<file path="config.mk">
export PLATFORM = sky130hd
export DESIGN_NAME = dcj11_bus_sync
export DESIGN_NICKNAME = d
export VERILOG_FILES = /design/src/rtl/dcj11_bus_sync_pkg.sv /design/src/rtl/dcj11_bus_sync_sync_edge.sv /design/src/rtl/dcj11_bus_sync.sv
export SDC_FILE = /design/constraint.sdc
export NUM_CORES = 1
export LEC_CHECK = 0
export CORE_MARGIN = 2
export CORE_UTILIZATION = 25
export DETAILED_ROUTE_END_ITERATION = 10
export PLACE_DENSITY = 0.53
export SYNTH_ARGS = -nofsm -noshare
export SYNTH_HDL_FRONTEND = slang
export SYNTH_HIERARCHICAL = 1
export SYNTH_SLANG_ARGS = --single-unit
</file>
<file path="constraint.sdc">
create_clock -name sys_clk -period 1.25 [get_ports sys_clk]
set_input_delay 0.1875 -clock sys_clk [delete_from_list [all_inputs] [get_ports sys_clk]]
set_output_delay 0.1875 -clock sys_clk [all_outputs]
set_load 0.005 [all_outputs]
</file>
<file path="src/rtl/dcj11_bus_sync_pkg.sv">
// Shared definitions for the DCJ11 bus front end: AIO codes, cycle kinds,
// FSM states and the AIO classifier.
package dcj11_pkg;

  localparam logic [3:0] AIO_RD_C    = 4'b1100;
  localparam logic [3:0] AIO_RD_B    = 4'b1011;
  localparam logic [3:0] AIO_RD_A    = 4'b1010;
  localparam logic [3:0] AIO_RD_9    = 4'b1001;
  localparam logic [3:0] AIO_RD_8    = 4'b1000;
  localparam logic [3:0] AIO_WR_BYTE = 4'b0011;
  localparam logic [3:0] AIO_WR_WORD = 4'b0001;
  localparam logic [3:0] AIO_GPREAD  = 4'b1110;
  localparam logic [3:0] AIO_GPWRITE = 4'b0101;
  localparam logic [3:0] AIO_INTACK  = 4'b1101;
  localparam logic [3:0] AIO_NONIO   = 4'b1111;

  typedef enum logic [2:0] {
    KIND_NONIO   = 3'd0,
    KIND_READ    = 3'd1,
    KIND_WRITE   = 3'd2,
    KIND_GPREAD  = 3'd3,
    KIND_GPWRITE = 3'd4,
    KIND_INTACK  = 3'd5
  } cyc_kind_e;

  typedef enum logic [1:0] {
    ST_IDLE    = 2'd0,
    ST_WR_WAIT = 2'd1,
    ST_OPEN    = 2'd2,
    ST_DRAIN   = 2'd3
  } state_e;

  // Unlisted codes fall through to NONIO so the bus never stalls on them.
  function automatic cyc_kind_e classify(input logic [3:0] aio);
    cyc_kind_e k;
    case (aio)
      AIO_RD_C, AIO_RD_B, AIO_RD_A, AIO_RD_9, AIO_RD_8: k = KIND_READ;
      AIO_WR_BYTE, AIO_WR_WORD:                          k = KIND_WRITE;
      AIO_GPREAD:                                        k = KIND_GPREAD;
      AIO_GPWRITE:                                       k = KIND_GPWRITE;
      AIO_INTACK:                                        k = KIND_INTACK;
      AIO_NONIO:                                         k = KIND_NONIO;
      default:                                           k = KIND_NONIO;
    endcase
    return k;
  endfunction

endpackage

</file>
<file path="src/rtl/dcj11_bus_sync_sync_edge.sv">
// Multi-stage synchronizer for one active-low strobe; flops reset to the
// inactive level, with single-cycle fall/rise pulses on the synchronized value.
module sync_edge #(
  parameter int STAGES = 2
) (
  input  logic sys_clk,
  input  logic RESET_n,
  input  logic d_i,
  output logic q_o,
  output logic fall_o,
  output logic rise_o
);

  logic [STAGES-1:0] sync_q;
  logic              prev_q;

  always_ff @(posedge sys_clk) begin
    if (!RESET_n) begin
      sync_q <= '1;
      prev_q <= 1'b1;
    end else begin
      sync_q[0] <= d_i;
      for (int i = 1; i < STAGES; i++) begin
        sync_q[i] <= sync_q[i-1];
      end
      prev_q <= sync_q[STAGES-1];
    end
  end

  assign q_o    = sync_q[STAGES-1];
  assign fall_o = prev_q & ~q_o;
  assign rise_o = ~prev_q & q_o;

endmodule

</file>
<file path="src/rtl/dcj11_bus_sync.sv">
// DCJ11 bus front end: synchronizes the bus strobes into sys_clk and emits
// single-cycle cycle/read/write events. Optional timeout: DCJ11_BUS_TIMEOUT_EN.
//
//   state    | meaning
//   IDLE     | no cycle open, waiting for ALE_n fall
//   WR_WAIT  | write cycle captured, waiting for SCTL_n fall (data strobe)
//   OPEN     | cycle in progress, waiting for ALE_n rise
//   DRAIN    | cycle timed out, waiting for ALE_n high
module dcj11_bus_sync
  import dcj11_pkg::*;
#(
  parameter int SYNC_STAGES    = 2,
  parameter int TIMEOUT_CYCLES = 255
) (
  input  logic        sys_clk,
  input  logic        RESET_n,
  input  logic        ale_n_in,
  input  logic        sctl_n_in,
  input  logic        bufctl_n_in,
  input  logic [15:0] dal_in,
  input  logic [3:0]  aio_in,
  output logic        cyc_valid,
  output logic [15:0] cyc_addr,
  output logic [3:0]  cyc_aio,
  output logic [2:0]  cyc_kind,
  output logic        rd_req,
  output logic        wr_req,
  output logic [15:0] wr_data,
  output logic [1:0]  wr_be,
  output logic        busy,
  output logic        dal_drive,
  output logic        timeout_err,
  input  logic        clr_err
);

  logic ale_s, ale_fall, ale_rise;
  logic sctl_s, sctl_fall, sctl_rise;
  logic bufctl_s, bufctl_fall, bufctl_rise;

  sync_edge #(.STAGES(SYNC_STAGES)) u_sync_ale (
    .sys_clk (sys_clk),
    .RESET_n (RESET_n),
    .d_i     (ale_n_in),
    .q_o     (ale_s),
    .fall_o  (ale_fall),
    .rise_o  (ale_rise)
  );

  sync_edge #(.STAGES(SYNC_STAGES)) u_sync_sctl (
    .sys_clk (sys_clk),
    .RESET_n (RESET_n),
    .d_i     (sctl_n_in),
    .q_o     (sctl_s),
    .fall_o  (sctl_fall),
    .rise_o  (sctl_rise)
  );

  sync_edge #(.STAGES(SYNC_STAGES)) u_sync_bufctl (
    .sys_clk (sys_clk),
    .RESET_n (RESET_n),
    .d_i     (bufctl_n_in),
    .q_o     (bufctl_s),
    .fall_o  (bufctl_fall),
    .rise_o  (bufctl_rise)
  );

  // DAL/AIO delayed by the strobe depth so a captured word lines up with the
  // first synchronized low of the strobe that qualifies it.
  logic [SYNC_STAGES-1:0][19:0] dly_q;
  logic [15:0]                  dal_dly;
  logic [3:0]                   aio_dly;

  always_ff @(posedge sys_clk) begin
    if (!RESET_n) begin
      dly_q <= '0;
    end else begin
      dly_q[0] <= {aio_in, dal_in};
      for (int i = 1; i < SYNC_STAGES; i++) begin
        dly_q[i] <= dly_q[i-1];
      end
    end
  end

  assign dal_dly = dly_q[SYNC_STAGES-1][15:0];
  assign aio_dly = dly_q[SYNC_STAGES-1][19:16];

  state_e      state_q, state_d;
  cyc_kind_e   new_kind;
  cyc_kind_e   cyc_kind_q, cyc_kind_d;
  logic [15:0] cyc_addr_q, cyc_addr_d;
  logic [3:0]  cyc_aio_q, cyc_aio_d;
  logic        is_word_q, is_word_d;
  logic [15:0] wr_data_q, wr_data_d;
  logic [1:0]  wr_be_q, wr_be_d;
  logic        cyc_valid_q, cyc_valid_d;
  logic        rd_req_q, rd_req_d;
  logic        wr_req_q, wr_req_d;
  logic        tmo_hit;
  logic        tmo_fire;

  assign new_kind = classify(aio_dly);

  always_ff @(posedge sys_clk) begin
    if (!RESET_n) begin
      state_q     <= ST_IDLE;
      cyc_kind_q  <= KIND_NONIO;
      cyc_addr_q  <= '0;
      cyc_aio_q   <= '0;
      is_word_q   <= 1'b0;
      wr_data_q   <= '0;
      wr_be_q     <= '0;
      cyc_valid_q <= 1'b0;
      rd_req_q    <= 1'b0;
      wr_req_q    <= 1'b0;
    end else begin
      state_q     <= state_d;
      cyc_kind_q  <= cyc_kind_d;
      cyc_addr_q  <= cyc_addr_d;
      cyc_aio_q   <= cyc_aio_d;
      is_word_q   <= is_word_d;
      wr_data_q   <= wr_data_d;
      wr_be_q     <= wr_be_d;
      cyc_valid_q <= cyc_valid_d;
      rd_req_q    <= rd_req_d;
      wr_req_q    <= wr_req_d;
    end
  end

  // ALE_n rise closes the cycle even if SCTL_n fell in the same clock.
  always_comb begin
    state_d = state_q;
    case (state_q)
      ST_IDLE: begin
        if (ale_fall) begin
          state_d = (new_kind == KIND_WRITE) ? ST_WR_WAIT : ST_OPEN;
        end
      end
      ST_WR_WAIT: begin
        if (ale_rise)       state_d = ST_IDLE;
        else if (sctl_fall) state_d = ST_OPEN;
        else if (tmo_hit)   state_d = ST_DRAIN;
      end
      ST_OPEN: begin
        if (ale_rise)     state_d = ST_IDLE;
        else if (tmo_hit) state_d = ST_DRAIN;
      end
      ST_DRAIN: begin
        if (ale_s) state_d = ST_IDLE;
      end
      default: state_d = ST_IDLE;
    endcase
  end

  assign tmo_fire = (state_d == ST_DRAIN) && (state_q != ST_DRAIN);

  always_comb begin
    cyc_valid_d = 1'b0;
    rd_req_d    = 1'b0;
    wr_req_d    = 1'b0;
    cyc_kind_d  = cyc_kind_q;
    cyc_addr_d  = cyc_addr_q;
    cyc_aio_d   = cyc_aio_q;
    is_word_d   = is_word_q;
    wr_data_d   = wr_data_q;
    wr_be_d     = wr_be_q;
    case (state_q)
      ST_IDLE: begin
        if (ale_fall) begin
          cyc_valid_d = 1'b1;
          rd_req_d    = (new_kind == KIND_READ);
          cyc_kind_d  = new_kind;
          cyc_addr_d  = dal_dly;
          cyc_aio_d   = aio_dly;
          is_word_d   = (aio_dly == AIO_WR_WORD);
        end
      end
      ST_WR_WAIT: begin
        if (sctl_fall) begin
          wr_req_d  = 1'b1;
          wr_data_d = dal_dly;
          wr_be_d   = is_word_q ? 2'b11 : (cyc_addr_q[0] ? 2'b10 : 2'b01);
        end
      end
      default: ;
    endcase
  end

`ifdef DCJ11_BUS_TIMEOUT_EN
  localparam int TW = (TIMEOUT_CYCLES > 1) ? $clog2(TIMEOUT_CYCLES) : 1;
  localparam logic [TW-1:0] TMO_LOAD = TW'(TIMEOUT_CYCLES - 1);

  logic [TW-1:0] tmo_q, tmo_d;
  logic          err_q, err_d;

  // Down-counter spans the whole open cycle, WR_WAIT and OPEN together.
  always_comb begin
    tmo_d = tmo_q;
    if (state_q == ST_WR_WAIT || state_q == ST_OPEN) begin
      if (tmo_q != '0) tmo_d = tmo_q - TW'(1);
    end else begin
      tmo_d = TMO_LOAD;
    end
  end

  always_comb begin
    err_d = err_q;
    if (clr_err)  err_d = 1'b0;
    if (tmo_fire) err_d = 1'b1;
  end

  always_ff @(posedge sys_clk) begin
    if (!RESET_n) begin
      tmo_q <= TMO_LOAD;
      err_q <= 1'b0;
    end else begin
      tmo_q <= tmo_d;
      err_q <= err_d;
    end
  end

  assign tmo_hit     = (tmo_q == '0);
  assign timeout_err = err_q;

  logic unused_sigs;
  assign unused_sigs = ^{sctl_s, sctl_rise, bufctl_fall, bufctl_rise};
`else
  assign tmo_hit     = 1'b0;
  assign timeout_err = 1'b0;

  logic unused_sigs;
  assign unused_sigs = ^{sctl_s, sctl_rise, bufctl_fall, bufctl_rise, clr_err, tmo_fire};
`endif

  assign cyc_valid = cyc_valid_q;
  assign cyc_addr  = cyc_addr_q;
  assign cyc_aio   = cyc_aio_q;
  assign cyc_kind  = cyc_kind_q;
  assign rd_req    = rd_req_q;
  assign wr_req    = wr_req_q;
  assign wr_data   = wr_data_q;
  assign wr_be     = wr_be_q;
  assign busy      = (state_q != ST_IDLE);
  assign dal_drive = ~bufctl_s;

endmodule

</file>
# ---- Yosys cells after proc, flatten, opt, wreduce, memory -nomap -nowiden
# Memories as Yosys holds them, arrays and structs flattened. A register that Yosys moved wholly into a read port is not among the register bits.
# Index checks and enable logic that the tools add are counted.
dict set report totals {
  romBits 48
  word_cells 55
  out_inout_bits 47
  ff_bits 95
  mem_count 1
}
# memory words width read_ports rd_clocked_by_memory_dff wr line
set mem_list {}
lappend mem_list {{(name not given)} 16 3 1 1 0 dcj11_bus_sync_pkg.sv:36} ;# case (aio)
dict set report op_classes {
  n_reduce_logical 8
  eq_ne 10
  muxes 12
  n_bitwise 7
}
# op n
set ops {}
lappend ops {{$mux 2} 8}
lappend ops {{$pmux 2 s4} 1}
lappend ops {{$reduce_and 2->1} 4}
lappend ops {{$eq 2x2->1 const B} 2}
lappend ops {{$eq 4x1->1 const B} 1}
lappend ops {{$mux 4} 1}
lappend ops {{$ne 2x2->1 const B} 2}
lappend ops {{$not 1->1} 4}
lappend ops {{$reduce_and 4->1} 1}
lappend ops {{$and 1x1->1} 3}
lappend ops {{$eq 3x1->1 const B} 1}
lappend ops {{$eq 3x2->1 const B} 1}
lappend ops {{$ne 3x3->1 const B} 1}
lappend ops {{$reduce_and 3->1} 1}
lappend ops {{$eq 2x1->1 const B} 1}
lappend ops {{$logic_not 2->1} 1}
lappend ops {{$mux 1} 2}
lappend ops {{$ne 2x1->1 const B} 1}
lappend ops {{$reduce_bool 2->1} 1}

# ---- Depth between registers and ports, before layout
# Gate-level depths: netlist (run 1).
dict set report logic_depth {
  depth_word 5
  ltp_mapped 6
  depth_no_buf 4
}

# ---- Hierarchy
# Netlist (run 1), hierarchy kept.
# mod n_inst seq_area_each_um2 cells_each area_per_inst_um2
set by_module_without_submodules {}
lappend by_module_without_submodules {dcj11_bus_sync 1 1801.7 307 2935.3}
lappend by_module_without_submodules {sync_edge 3 60.1 8 91.3}

# ---- Least setup slack after synthesis (run 1)
# Ideal clock, no wire load.
dict set report synth_timing {
  path_kind {register -> register}
  from {reg u_sync_ale.prev_q}
  to {reg cyc_addr_q[0] (netlist: cyc_addr[0])}
  arrival_time_ns 1.198
  t_required_ns 1.118
  slack_ns -0.081
  synth_period_minus_slack_ns 1.331
  stages_incl_launch_ff 7
  path_cell_list {dfxtp_1 -> nor2b_1 -> or3b_1 -> buf_6 -> buf_6 -> nand2_1 -> a21oi_1}
}
dict set report synth_via {
  elab_chain_cells 2
}
# item line
set synth_lines {}
lappend synth_lines {{start: declaration} dcj11_bus_sync_sync_edge.sv:15} ;# logic prev_q;
lappend synth_lines {{start signal: assignment} dcj11_bus_sync_sync_edge.sv:26} ;# prev_q <= sync_q[STAGES-1];
lappend synth_lines {{$and 1x1->1} dcj11_bus_sync_sync_edge.sv:31} ;# assign fall_o = prev_q & ~q_o;
lappend synth_lines {{via ale_fall} dcj11_bus_sync.sv:36} ;# logic ale_s, ale_fall, ale_rise;
lappend synth_lines {{$reduce_and 2->1 (no source line)} n/a}
lappend synth_lines {{end signal: assignment} dcj11_bus_sync.sv:118} ;# cyc_addr_q <= cyc_addr_d;
lappend synth_lines {{end: declaration} dcj11_bus_sync.sv:90} ;# logic [15:0] cyc_addr_q, cyc_addr_d;
# The timed path passes the listed nets, and every way through them passes these cells.
# A chain may end at the register's enable or synchronous reset.

# ---- Final worst setup path (run 1)
dict set report layout_timing {
  from {reg u_sync_ale.sync_q[1]}
  to {reg state_q[1]}
}
dict set report layout_via {
  word_cells_on_any_way 10
  classes_between {eq/ne: 4; mux: 2; bitwise: 3; reduce/logical: 1}
}
# item line
set layout_rtl {}
lappend layout_rtl {{start: declaration} dcj11_bus_sync_sync_edge.sv:14} ;# logic [STAGES-1:0] sync_q;
lappend layout_rtl {{start signal: indexed assignment} dcj11_bus_sync_sync_edge.sv:24} ;# sync_q[i] <= sync_q[i-1];
lappend layout_rtl {{$and 1x1->1 (*)} dcj11_bus_sync_sync_edge.sv:32} ;# assign rise_o = ~prev_q & q_o;
lappend layout_rtl {{via ale_rise} dcj11_bus_sync.sv:36}
lappend layout_rtl {{$ne 3x3->1 (no source line), or another cell as far along} n/a}
lappend layout_rtl {{$reduce_and 4->1 (no source line) or $pmux 2 s4 (tied branches)} n/a}
lappend layout_rtl {{end signal: assignment} dcj11_bus_sync.sv:116} ;# state_q <= state_d;
lappend layout_rtl {{end: declaration} dcj11_bus_sync.sv:87} ;# state_e state_q, state_d;
# Mark *: on every way through the listed nets, which the timed path passes. The rest lies on a longest branch.

==> impl_summary.txt, run 1 <==
----------------------------------------------------
[Clock tree]
  Clock insertion delay at the later pin of the skew report ... 0.34 ns
  CTS tree ... yes
  Clock input transition at the sequential cells of the worst setup and hold paths ... approximately 0.06 ns
  Number of sinks driven by the clock tree ... between 90 and 100
  Clock root cell ... clkbuf_16
  Quantity of hold-fixing buffers added after cts ... 0
  Cts bufs inserted ... 9
  Max clock buf depth ... 2
  Depth of the CTS H-tree ... 3

[Place]
  Final GP Congestion ... around 0.85
  Detail Placement HPWL ... 5090 um
  Worst-case setup slack after placement ... -0.109 ns
  Number of input and output port buffers inserted ... 70
  Placed cell count ... roughly 570

[STA]
  Maximum clock skew at final layout ... 0.00617 ns
  Final worst setup slack ... -0.0993 ns
  Fmax ... ~740 MHz
  Unrepaired setup endpoints after global routing ... yes
  Final hold violation count ... 0
  Final number of max-transition violations ... 0
  Setup-failing EPs final ... 45
  Clock period minus final worst setup slack ... 1.35 ns
  Fin Setup TNS ... -2.44 ns
  Final period utilization ... 108%

[Global route]
  Number of global-route vias before repair ... approximately 2300
  First-pass GRT wire length ... 11500 um
  Leftover overflow at the end of global routing ... 0
  Antenna violations before repair ... 0
  Largest net degree at the start of global routing ... 21
  GRT Util Overall ... 11.5%

[Flow run]
  Number of maximum-capacitance constraint violations ... 0

[Final layout]
  Layout cells sized above 1 ... approximately 27%
  Post-layout instance count excluding filler cells ... 598
  Nets ... ~450
  Number of antenna cells inserted ... 0
  Layout-stage area growth over the synthesis result ... 55.2%
  # fillers ... between 1000 and 1500

[Route]
  Wire length per cell after detailed routing ... about 13 um
  Vias per std cell ... 4.06
  Post-route DRC ... 0
  Iter 0 DRT Violations ... between 80 and 90
  Number of nets with antenna violations after routing ... 0
  Routed wire length ... ~7900 um
  Number of detailed-route iterations in the first pass ... 4
  Number of vias in the routed layout ... 2428

[Die]
  Die height ... around 120 um
  Die X-Extent ... between 100 and 150 um
  Die area ... around 0.014 mm^2
  Boundary pin count ... 73
  Starting Density ... around 25%
  Row count ... 41
  Core Region ... about 0.012 mm^2

[Worst setup path]
  Kind of critical path ... flip-flop to flip-flop
  CP Data Required Time ... approximately 1.5 ns
  Largest stage delay on the critical path ... 0.52 ns
  Slowest cell on the critical path ... or4b_4
  Highest fanout seen on the critical path ... 4
  Worst setup EP type ... flip-flop
  Sort of element at the start of the critical path ... flip-flop
  Arrival time at the worst endpoint ... approximately 1.6 ns
  Worst path cell trace ... nor2b_4 -> or4b_4 -> o211ai_2 -> mux2i_1

[Power]
  Peak VDD IR ... just under 500 uV
  Power density over cell area ... around 1400 mW/mm^2
  Reported leakage power ... 2.15 nW
  Overall Power ... 0.00671 W

[Run status]
  Failing checks ... negative setup slack
  Status ... complete, but fails checks

[Logic synthesis]
  Post-synthesis instance area ... around 0.0032 mm^2
  Synth Instances ... around 330
  Synthesis Warnings ... 6
  Per-instance average area after synthesis ... 9.71 um^2
  Net Count, Synth ... 352

[Hold path]
  Tightest Hold Check Type ... input port to flip-flop

----------------------------------------------------
[final cells by class]
cell class	count	area, um^2	area share (%)
Sequential cell	98	1990	40.5
Multi-Input combinational cell	205	1260	25.7
Timing Repair Buffer	106	1100	22.5
Clock buffer	9	225	4.58
Tap cell	172	215	4.38
Clock inverter	5	105	2.14
Inverter	3	11.3	0.229
[metal layers]
metal  track usage (%)  wire [um]  vias up
li1                  -          -     1237
met1              13.7       3530     1138
met2              18.7       3880       41
met3              2.39        282       12
met4              7.62        202        0
met5                 0          0        -
[path summary, 6_finish.rpt]
kind | startpoint | to | slack, ns | depth (start not counted)
worst max-delay path | u_sync_ale/sync_q[1] | state_q[1] | -0.1 | 4
worst min-delay path | ale_n_in | u_sync_ale/sync_q[0] | 0.39 | 2
worst max register to register | u_sync_ale/sync_q[1] | state_q[1] | -0.1 | 4
worst min register to register | u_sync_sctl/sync_q[0] | u_sync_sctl/sync_q[1] | 0.41 | 1
[report_power, final]
group          internal [W]  switching [W]  total [W]  leakage, nW
clock network       0.00193        0.00114    0.00307        0.154
logic              0.000231       0.000156   0.000386         1.19
registers           0.00321      0.0000487    0.00325        0.807
[flip-flops by register name, indices dropped and copies added (netlist names), 3 cells and up]
name,count
aio_dly,4
cyc_addr,16
cyc_aio,4
cyc_kind,3
dal_dly,16
dly_q,20
new_kind,3
wr_data,16
[repair_timing]
action,CTS,global route
gates cloned,1,5
gates resized for setup,85,48
pin swaps,3,27
buffers inserted,2,3
setup endpoints to repair,82,47
[worst max-delay path, delay by kind of cell (launching register included)]
family	cells	cell delay, ns
AO/OA/AOI/OAI	1	0.08
multiplexers	1	0.19
flip-flops	1	0.36
AND/OR/NAND/NOR	2	0.65
[cells in the final DEF, fill, tap and decap left out, types with 2 or more instances in the layout]
cell type         n
nand2_2           8
clkinvlp_4        2
dlygate4sd2_1    45
dfxtp_1          83
nor2b_4           2
dfxtp_2          12
clkbuf_16        14
and2_1           39
nand2b_1          8
a21oi_1          23
nor3_1            3
nand2_4          11
buf_6             9
a21oi_2          18
buf_12            5
nand2_1          64
a31oi_1           2
nand3b_1          2
inv_1             3
dfxtp_4           3
bufinv_16         3
clkdlybuf4s50_1  24
nor4b_1           2
buf_4            17
nor2_1            5
[metrics by stage]
stage	utilization, %	cell area, um^2	hold WS, ns
global route	39.4	4910	0.399
CTS	37.0	4610	0.384
global placement	33.8	4210	0.390
detailed placement	33.8	4210	0.397
floorplan	-	3170	0.261
finish	39.4	4910	0.393
Note: power is estimated with default switching activity, not from simulation.
==> run 2: changes to the inputs <==
- ABC_AREA: not set -> 1
==> run 2 against run 1 <==
  * Global-route usage fell by 1.2 points
  * Largest power group unchanged
  * Largest cell class unchanged
  * Synthesized cell count rose by 21%
  * The flow now finishes without violations
  * Combinational power is 95% higher
  * Routed wire length is 13% lower
  * Synthesized area is 3.8% higher
  * Utilization decreased by 4.0 points
==> impl_summary.txt, run 2 <==
----------------------------------------------------
[Clock tree]
  CTS tree ... yes (unchanged)
  Clock root cell ... clkbuf_16 (unchanged)
  Max clock buf depth ... 2 (unchanged)
  Number of sinks driven by the clock tree ... 98 (unchanged)
  Depth of the CTS H-tree ... 3 (unchanged)
  Clock insertion delay at the later pin of the skew report ... 0.34 ns (about the same)
  Clock input transition at the sequential cells of the worst setup and hold paths ... 0.06 ns (about the same)
  Quantity of hold-fixing buffers added after cts ... 0 (unchanged)
  Cts bufs inserted ... 9 (unchanged)

[Place]
  Worst-case setup slack after placement ... 0.0245 ns (was -0.109 ns)
  Final GP Congestion ... 0.772 (was 0.848)
  Number of input and output port buffers inserted ... 70 (unchanged)
  Detail Placement HPWL ... 5270 um (was 5090 um)

[Route]
  Routed wire length ... 6870 um (was 7890 um)
  Wire length per cell after detailed routing ... 10.6 um (was 13.2 um)
  Vias per std cell ... 3.82 (was 4.06)
  Post-route DRC ... 0 (unchanged)
  Number of nets with antenna violations after routing ... 0 (unchanged)
  Iter 0 DRT Violations ... 88 (was 85)
  Number of detailed-route iterations in the first pass ... 4 (unchanged)
  Number of vias in the routed layout ... 2473 (was 2428)

[Worst setup path]
  Worst setup EP type ... flip-flop (unchanged)
  RR Endpoint ... cyc_aio[0] (was state_q[1])
  Worst r2r src ... u_sync_ale/prev_q (was u_sync_ale/sync_q[1])
  Largest stage delay on the critical path ... 0.33 ns (was 0.52 ns)
  Slowest cell on the critical path ... dfxtp_1 (was or4b_4)
  Most numerous cell on the critical path ... inv_1
  Worst reg-to-reg setup slack ... 0.09 ns (was -0.1 ns)
  Number of buffer and inverter instances along the worst setup path ... 4 (was 0)
  Arrival time at the worst endpoint ... 1.35 ns (was 1.62 ns)
  CP Data Required Time ... 1.44 ns (was 1.52 ns)
  Sort of element at the start of the critical path ... flip-flop (unchanged)
  Depth of the most critical reg-to-reg path ... 8 (was 4)
  Highest fanout seen on the critical path ... 14 (was 4)
  Kind of critical path ... flip-flop to flip-flop (unchanged)
  Top delay family on crit path ... buffers and inverters (was simple AND/OR/NAND/NOR gates)
  Worst path cell trace ... inv_1 -> nor2_1 -> inv_1 -> nor2_4 -> inv_4 -> buf_12 -> nand2_1 -> a21oi_1 (was nor2b_4 -> or4b_4 -> o211ai_2 -> mux2i_1)

[Final layout]
  Layout cells sized above 1 ... 12.8% (was 27.2%)
  FF+latch area ... 0.00198 mm^2 (was 0.00199 mm^2)
  Most frequent cells in the layout ... nand2_1, dfxtp_1, inv_1 (was dfxtp_1, nand2_1, dlygate4sd2_1)
  Most frequent standard cell in the layout excluding fill and tap cells ... nand2_1 (was dfxtp_1)
  # fillers ... 1380 (was 1265)
  Nets ... 497 (was 449)
  Layout-stage area growth over the synthesis result ... 36.9% (was 55.2%)
  Number of antenna cells inserted ... 0 (unchanged)
  Area occupied by multi-input gates ... 946 um^2 (was 0.00126 mm^2)
  Largest reg by FF count ... dly_q (unchanged)
  Flip-flop count of the largest register after layout ... 20 (unchanged)

[Hold path]
  Hold depth ... 3 (was 2)
  Destination of the worst hold path ... cyc_kind[1] (was u_sync_ale/sync_q[0])
  Startpoint of the tightest hold check path ... RESET_n (was ale_n_in)
  Tightest Hold Check Type ... input port to flip-flop (unchanged)

[Die]
  Boundary pin count ... 73 (unchanged)
  Die height ... 119 um (was 117 um)
  Die X-Extent ... 119 um (was 117 um)
  Die area ... 0.0141 mm^2 (was 0.0136 mm^2)
  Starting Density ... 25.8% (was 25.4%)
  Core Region ... 0.0127 mm^2 (was 0.0125 mm^2)
  Row count ... 41 (unchanged)

[STA]
  Slew of the pin with the lowest slew margin ... 0.635 ns
  Final number of max-transition violations ... 0 (unchanged)
  Maximum clock skew at final layout ... 0.00550 ns (was 0.00617 ns)
  Tightest slew margin relative to the limit ... 57.6%
  Worst Hold Margin ... 0.188 ns (was 0.393 ns)
  Setup-failing EPs final ... 0 (was 45)
  Final period utilization ... 93.0% (was 108%)
  Final worst setup slack ... 0.0871 ns (was -0.0993 ns)
  Clock period minus final worst setup slack ... 1.16 ns (was 1.35 ns)
  Fin Setup TNS ... 0 ns (was -2.44 ns)
  Final hold violation count ... 0 (unchanged)
  Fmax ... 860 MHz (was 741 MHz)

[Global route]
  Leftover overflow at the end of global routing ... 0 (unchanged)
  Number of global-route vias before repair ... 2415 (was 2285)
  Antenna violations before repair ... 0 (unchanged)
  First-pass GRT wire length ... 11500 um (about the same)
  Largest net degree at the start of global routing ... 27 (was 21)
  GRT Util Overall ... 10.3% (was 11.5%)

[Logic synthesis]
  Synth Instances ... 395 (was 326)
  Post-synthesis instance area ... 0.00329 mm^2 (was 0.00316 mm^2)
  Per-instance average area after synthesis ... 8.32 um^2 (was 9.71 um^2)
  Net Count, Synth ... 421 (was 352)
  Synthesis Warnings ... 6 (unchanged)

[Flow run]
  Number of maximum-capacitance constraint violations ... 0 (unchanged)

[Power]
  Reported leakage power ... 2.37 nW (was 2.15 nW)
  Power density over cell area ... 1510 mW/mm^2 (was 1370 mW/mm^2)
  Peak VDD IR ... 558 uV (was 487 uV)

[Run status]
  Status ... completed (was complete, but fails checks)

----------------------------------------------------
## run 2: final cells by class
class	count	share of cell area [%]
Inverter	68	6.06
Multi-Input combinational cell	210	21.0
Timing Repair Buffer	84	17.3
Clock buffer	10	5.31
Clock inverter	6	1.47
Tap cell	172	4.78
Sequential cell	98	44.1
## run 2: metal layers
metal	GRT usage (%)	share of wire [%]	up-vias
li1	-	-	1349
met1	12.9	49	1068
met2	16.3	46	45
met3	2.51	3.6	11
met4	5.36	2.1	0
met5	0	0	-
## run 2: metrics by stage
step                      cells  area [um^2]  total power (W)  utilization, %
after floorplan             395         3290          0.00384               -
after global placement      631         4210          0.00414            33.1
after detailed placement    631         4210          0.00415            33.1
after CTS                   647         4480          0.00689            35.2
after global routing        648         4500          0.00714            35.4
final                       648         4500          0.00681            35.4
## run 2: repair_timing
action | 4_1_cts | 5_1_grt
pin swaps | 0 | 2
gates resized for setup | 62 | 8
setup endpoints to repair | 46 | 42
buffers inserted | 0 | 1
## run 2: report_power, final
part           switching (W)  internal, W  leakage, nW  total (W)
logic               0.000419     0.000334         1.41   0.000753
clock network        0.00113      0.00161        0.152    0.00274
registers          0.0000637      0.00325        0.809    0.00331
total                0.00162      0.00519         2.37    0.00681
## run 2: how the worst max path moves through the flow
stage | start | to | slack [ns] | depth (start not counted)
floorplan | state_q[1] | cyc_aio[1] | 0.10 | 8
global placement | u_sync_sctl/prev_q | wr_data[13] | 0.05 | 6
detailed placement | u_sync_sctl/prev_q | wr_data[11] | 0.02 | 6
CTS | state_q[0] | busy | -0.05 | 3
global route | u_sync_ale/prev_q | cyc_addr[0] | -0.0005 | 8
finish | u_sync_ale/prev_q | cyc_aio[0] | 0.09 | 8
## run 2: tightest hold or removal path, cell delays in order
cell and delay, ns:
buf_2 0.15, o21ai_0 0.10, nor2_1 0.04
==> run 3: changes to the inputs <==
- ABC_AREA: 1 -> 0
- PLACE_DENSITY: 0.53 -> not set
==> run 3 against run 2 <==
  * The run now ends with negative setup slack left
  * Worst hold slack better by 0.22 ns
  * Fmax decreased by 16%
  * Sequential share of layout area shrank 3.7 points
  * First-iteration DRC count decreased by 4.5%
  * Final cell count down 8.3%
  * Largest cell class unchanged
  * Highest routed layer unchanged
==> impl_summary.txt, run 3 (synthesis results as in run 1) <==
----------------------------------------------------
[Worst setup path]
  Depth of the most critical reg-to-reg path ... 5 (was 8)
  Worst path cell trace ... nor2b_4 -> or3b_4 -> buf_8 -> nor2_4 -> and3_1 (was inv_1 -> nor2_1 -> inv_1 -> nor2_4 -> inv_4 -> buf_12 -> nand2_1 -> a21oi_1)
  Number of buffer and inverter instances along the worst setup path ... 1 (was 4)
  Arrival time at the worst endpoint ... 1.66 ns (was 1.35 ns)
  Top delay family on crit path ... simple AND/OR/NAND/NOR gates (was buffers and inverters)
  WP depth ... 5 (was 8)
  CP Data Required Time ... 1.52 ns (was 1.44 ns)
  Kind of critical path ... flip-flop to flip-flop (unchanged)
  Largest stage delay on the critical path ... 0.42 ns (was 0.33 ns)
  Highest fanout seen on the critical path ... 8 (was 14)
  Sort of element at the start of the critical path ... flip-flop (unchanged)
  Worst reg-to-reg setup slack ... -0.14 ns (was 0.09 ns)
  Worst setup EP type ... flip-flop (unchanged)
  Slowest cell on the critical path ... or3b_4 (was dfxtp_1)

[Die]
  Core Region ... 0.0125 mm^2 (was 0.0127 mm^2)
  Die height ... 117 um (was 119 um)
  Boundary pin count ... 73 (unchanged)
  Die X-Extent ... 117 um (was 119 um)
  Row count ... 41 (unchanged)
  Die area ... 0.0136 mm^2 (was 0.0141 mm^2)
  Starting Density ... 25.4% (was 25.8%)

[Place]
  Number of input and output port buffers inserted ... 70 (unchanged)
  Final GP Congestion ... 0.773 (was 0.772)
  Placed standard-cell area ... 0.00415 mm^2 (was 0.00421 mm^2)
  Detail Placement HPWL ... 5030 um (was 5270 um)

[Route]
  Wire length per cell after detailed routing ... 12.9 um (was 10.6 um)
  Number of detailed-route iterations in the first pass ... 4 (unchanged)
  Iter 0 DRT Violations ... 84 (was 88)
  Number of vias in the routed layout ... 2383 (was 2473)
  Routed wire length ... 7660 um (was 6870 um)
  Post-route DRC ... 0 (unchanged)
  Number of nets with antenna violations after routing ... 0 (unchanged)
  Vias per std cell ... 4.01 (was 3.82)

[Global route]
  Fraction of met3 tracks used by global routing ... 3.58% (was 2.51%)
  First-pass GRT wire length ... 11800 um (was 11500 um)
  Antenna violations before repair ... 0 (unchanged)
  GRT Util Overall ... 11.3% (was 10.3%)
  Number of global-route vias before repair ... 2410 (was 2415)
  Met1 Track Usage GR ... 14.3% (was 12.9%)
  Leftover overflow at the end of global routing ... 0 (unchanged)
  Largest net degree at the start of global routing ... 34 (was 27)
  Met2 usage in global routing ... 18.1% (was 16.3%)
  Grt peak-use layer ... met2 (unchanged)

[Hold path]
  Tightest Hold Check Type ... flip-flop to flip-flop (was input port to flip-flop)
  Hold depth ... 1 (was 3)

[Run status]
  Failing checks ... negative setup slack
  Status ... complete, but fails checks (was completed)

[STA]
  Final number of max-transition violations ... 0 (unchanged)
  Setup-failing EPs final ... 46 (was 0)
  Final hold violation count ... 0 (unchanged)
  Unrepaired setup endpoints after global routing ... yes
  Maximum clock skew at final layout ... 0.00748 ns (was 0.00550 ns)
  Fmax ... 721 MHz (was 860 MHz)
  Clock period minus final worst setup slack ... 1.39 ns (was 1.16 ns)
  Final worst setup slack ... -0.137 ns (was 0.0871 ns)
  Fin Setup TNS ... -3.25 ns (was 0 ns)
  Final period utilization ... 111% (was 93.0%)

[Final layout]
  Flip-flop count of the largest register after layout ... 20 (unchanged)
  Number of antenna cells inserted ... 0 (unchanged)
  Largest reg by FF count ... dly_q (unchanged)
  Layout cells sized above 1 ... 31.3% (was 12.8%)
  # fillers ... 1214 (was 1380)
  Most frequent standard cell in the layout excluding fill and tap cells ... dfxtp_1 (was nand2_1)
  Nets ... 445 (was 497)
  Final standard cell area without fillers ... 0.00492 mm^2 (was 0.00450 mm^2)
  Final core utilization ... 39.5% (was 35.4%)
  Most frequent cells in the layout ... dfxtp_1, nand2_1, dlygate4sd2_1 (was nand2_1, dfxtp_1, inv_1)
  Layout-stage area growth over the synthesis result ... 55.6% (was 36.9%)

[Power]
  Reported leakage power ... 2.19 nW (was 2.37 nW)
  Peak VDD IR ... 782 uV (was 558 uV)
  Power density over cell area ... 1290 mW/mm^2 (was 1510 mW/mm^2)

[Clock tree]
  Clock insertion delay at the later pin of the skew report ... 0.33 ns (was 0.34 ns)
  Cts bufs inserted ... 9 (unchanged)
  Clock input transition at the sequential cells of the worst setup and hold paths ... 0.06 ns (about the same)
  CTS tree ... yes (unchanged)
  Clock root cell ... clkbuf_16 (unchanged)
  Max clock buf depth ... 2 (unchanged)
  Number of sinks driven by the clock tree ... 98 (unchanged)
  Quantity of hold-fixing buffers added after cts ... 0 (unchanged)
  Depth of the CTS H-tree ... 3 (unchanged)

[Flow run]
  Number of maximum-capacitance constraint violations ... 0 (unchanged)

----------------------------------------------------
==> run 3: changes by cell type in the layout (fill, tap and decap cells not counted), sizes merged, moves of 4 or more <==
cell,previous run,this run
a21oi,23,41
and2,0,39
nand2b,0,8
nand2,113,83
buf,15,30
nand3,42,1
clkbuf,11,15
o21ai,6,0
inv,67,3
clkinv,6,0
nor2,19,7
==> run 3: what timing repair did <==
action                                 4_1_cts  5_1_grt
setup endpoints to repair                   73       47
endpoints found under the hold margin        0        0
buffers inserted                             8        3
resized for setup                           89       73
pin swaps                                   13       41
gates cloned                                 1        3
==> run 3: cell type report <==
cell class / count / area (um^2) / share of cell area, %
clock inverter: 2 / 37.5 / 0.762
timing repair buffer: 102 / 1060 / 21.5
clock buffer: 12 / 256 / 5.21
multi-input combinational: 205 / 1360 / 27.5
inverter: 3 / 11.3 / 0.229
sequential: 98 / 1990 / 40.4
tap: 172 / 215 / 4.37
==> run 3: power by group <==
group          internal, W  switching, W  total [W]
registers          0.00321     0.0000532    0.00326
logic             0.000222      0.000156   0.000379
clock network      0.00164       0.00107    0.00271
==> run 3: per-stage QoR <==
stage | power [W] | cells | worst slack [ns] | hold slack, ns
final | 0.00635 | 594 | -0.137 | 0.406
after global routing | 0.00660 | 594 | -0.199 | 0.406
after CTS | 0.00640 | 588 | -0.135 | 0.399
after detailed placement | 0.00364 | 565 | -0.114 | 0.391
after global placement | 0.00364 | 565 | -0.0923 | 0.390
after floorplan | 0.00346 | 326 | -0.0525 | 0.261
==> run 3: path summary, 6_finish.rpt <==
kind / startpoint / end
worst max-delay path: u_sync_ale/prev_q / rd_req
worst min-delay path: u_sync_sctl/sync_q[0] / u_sync_sctl/sync_q[1]
worst max register to register: u_sync_ale/prev_q / rd_req
worst min register to register: u_sync_sctl/sync_q[0] / u_sync_sctl/sync_q[1]
==> run 3: routing by layer <==
layer  share of wire, %  routed length [um]
met1                 45                3430
met2                 47                3590
met3                6.4                 488
met4                1.9                 145
met5                  0                   0
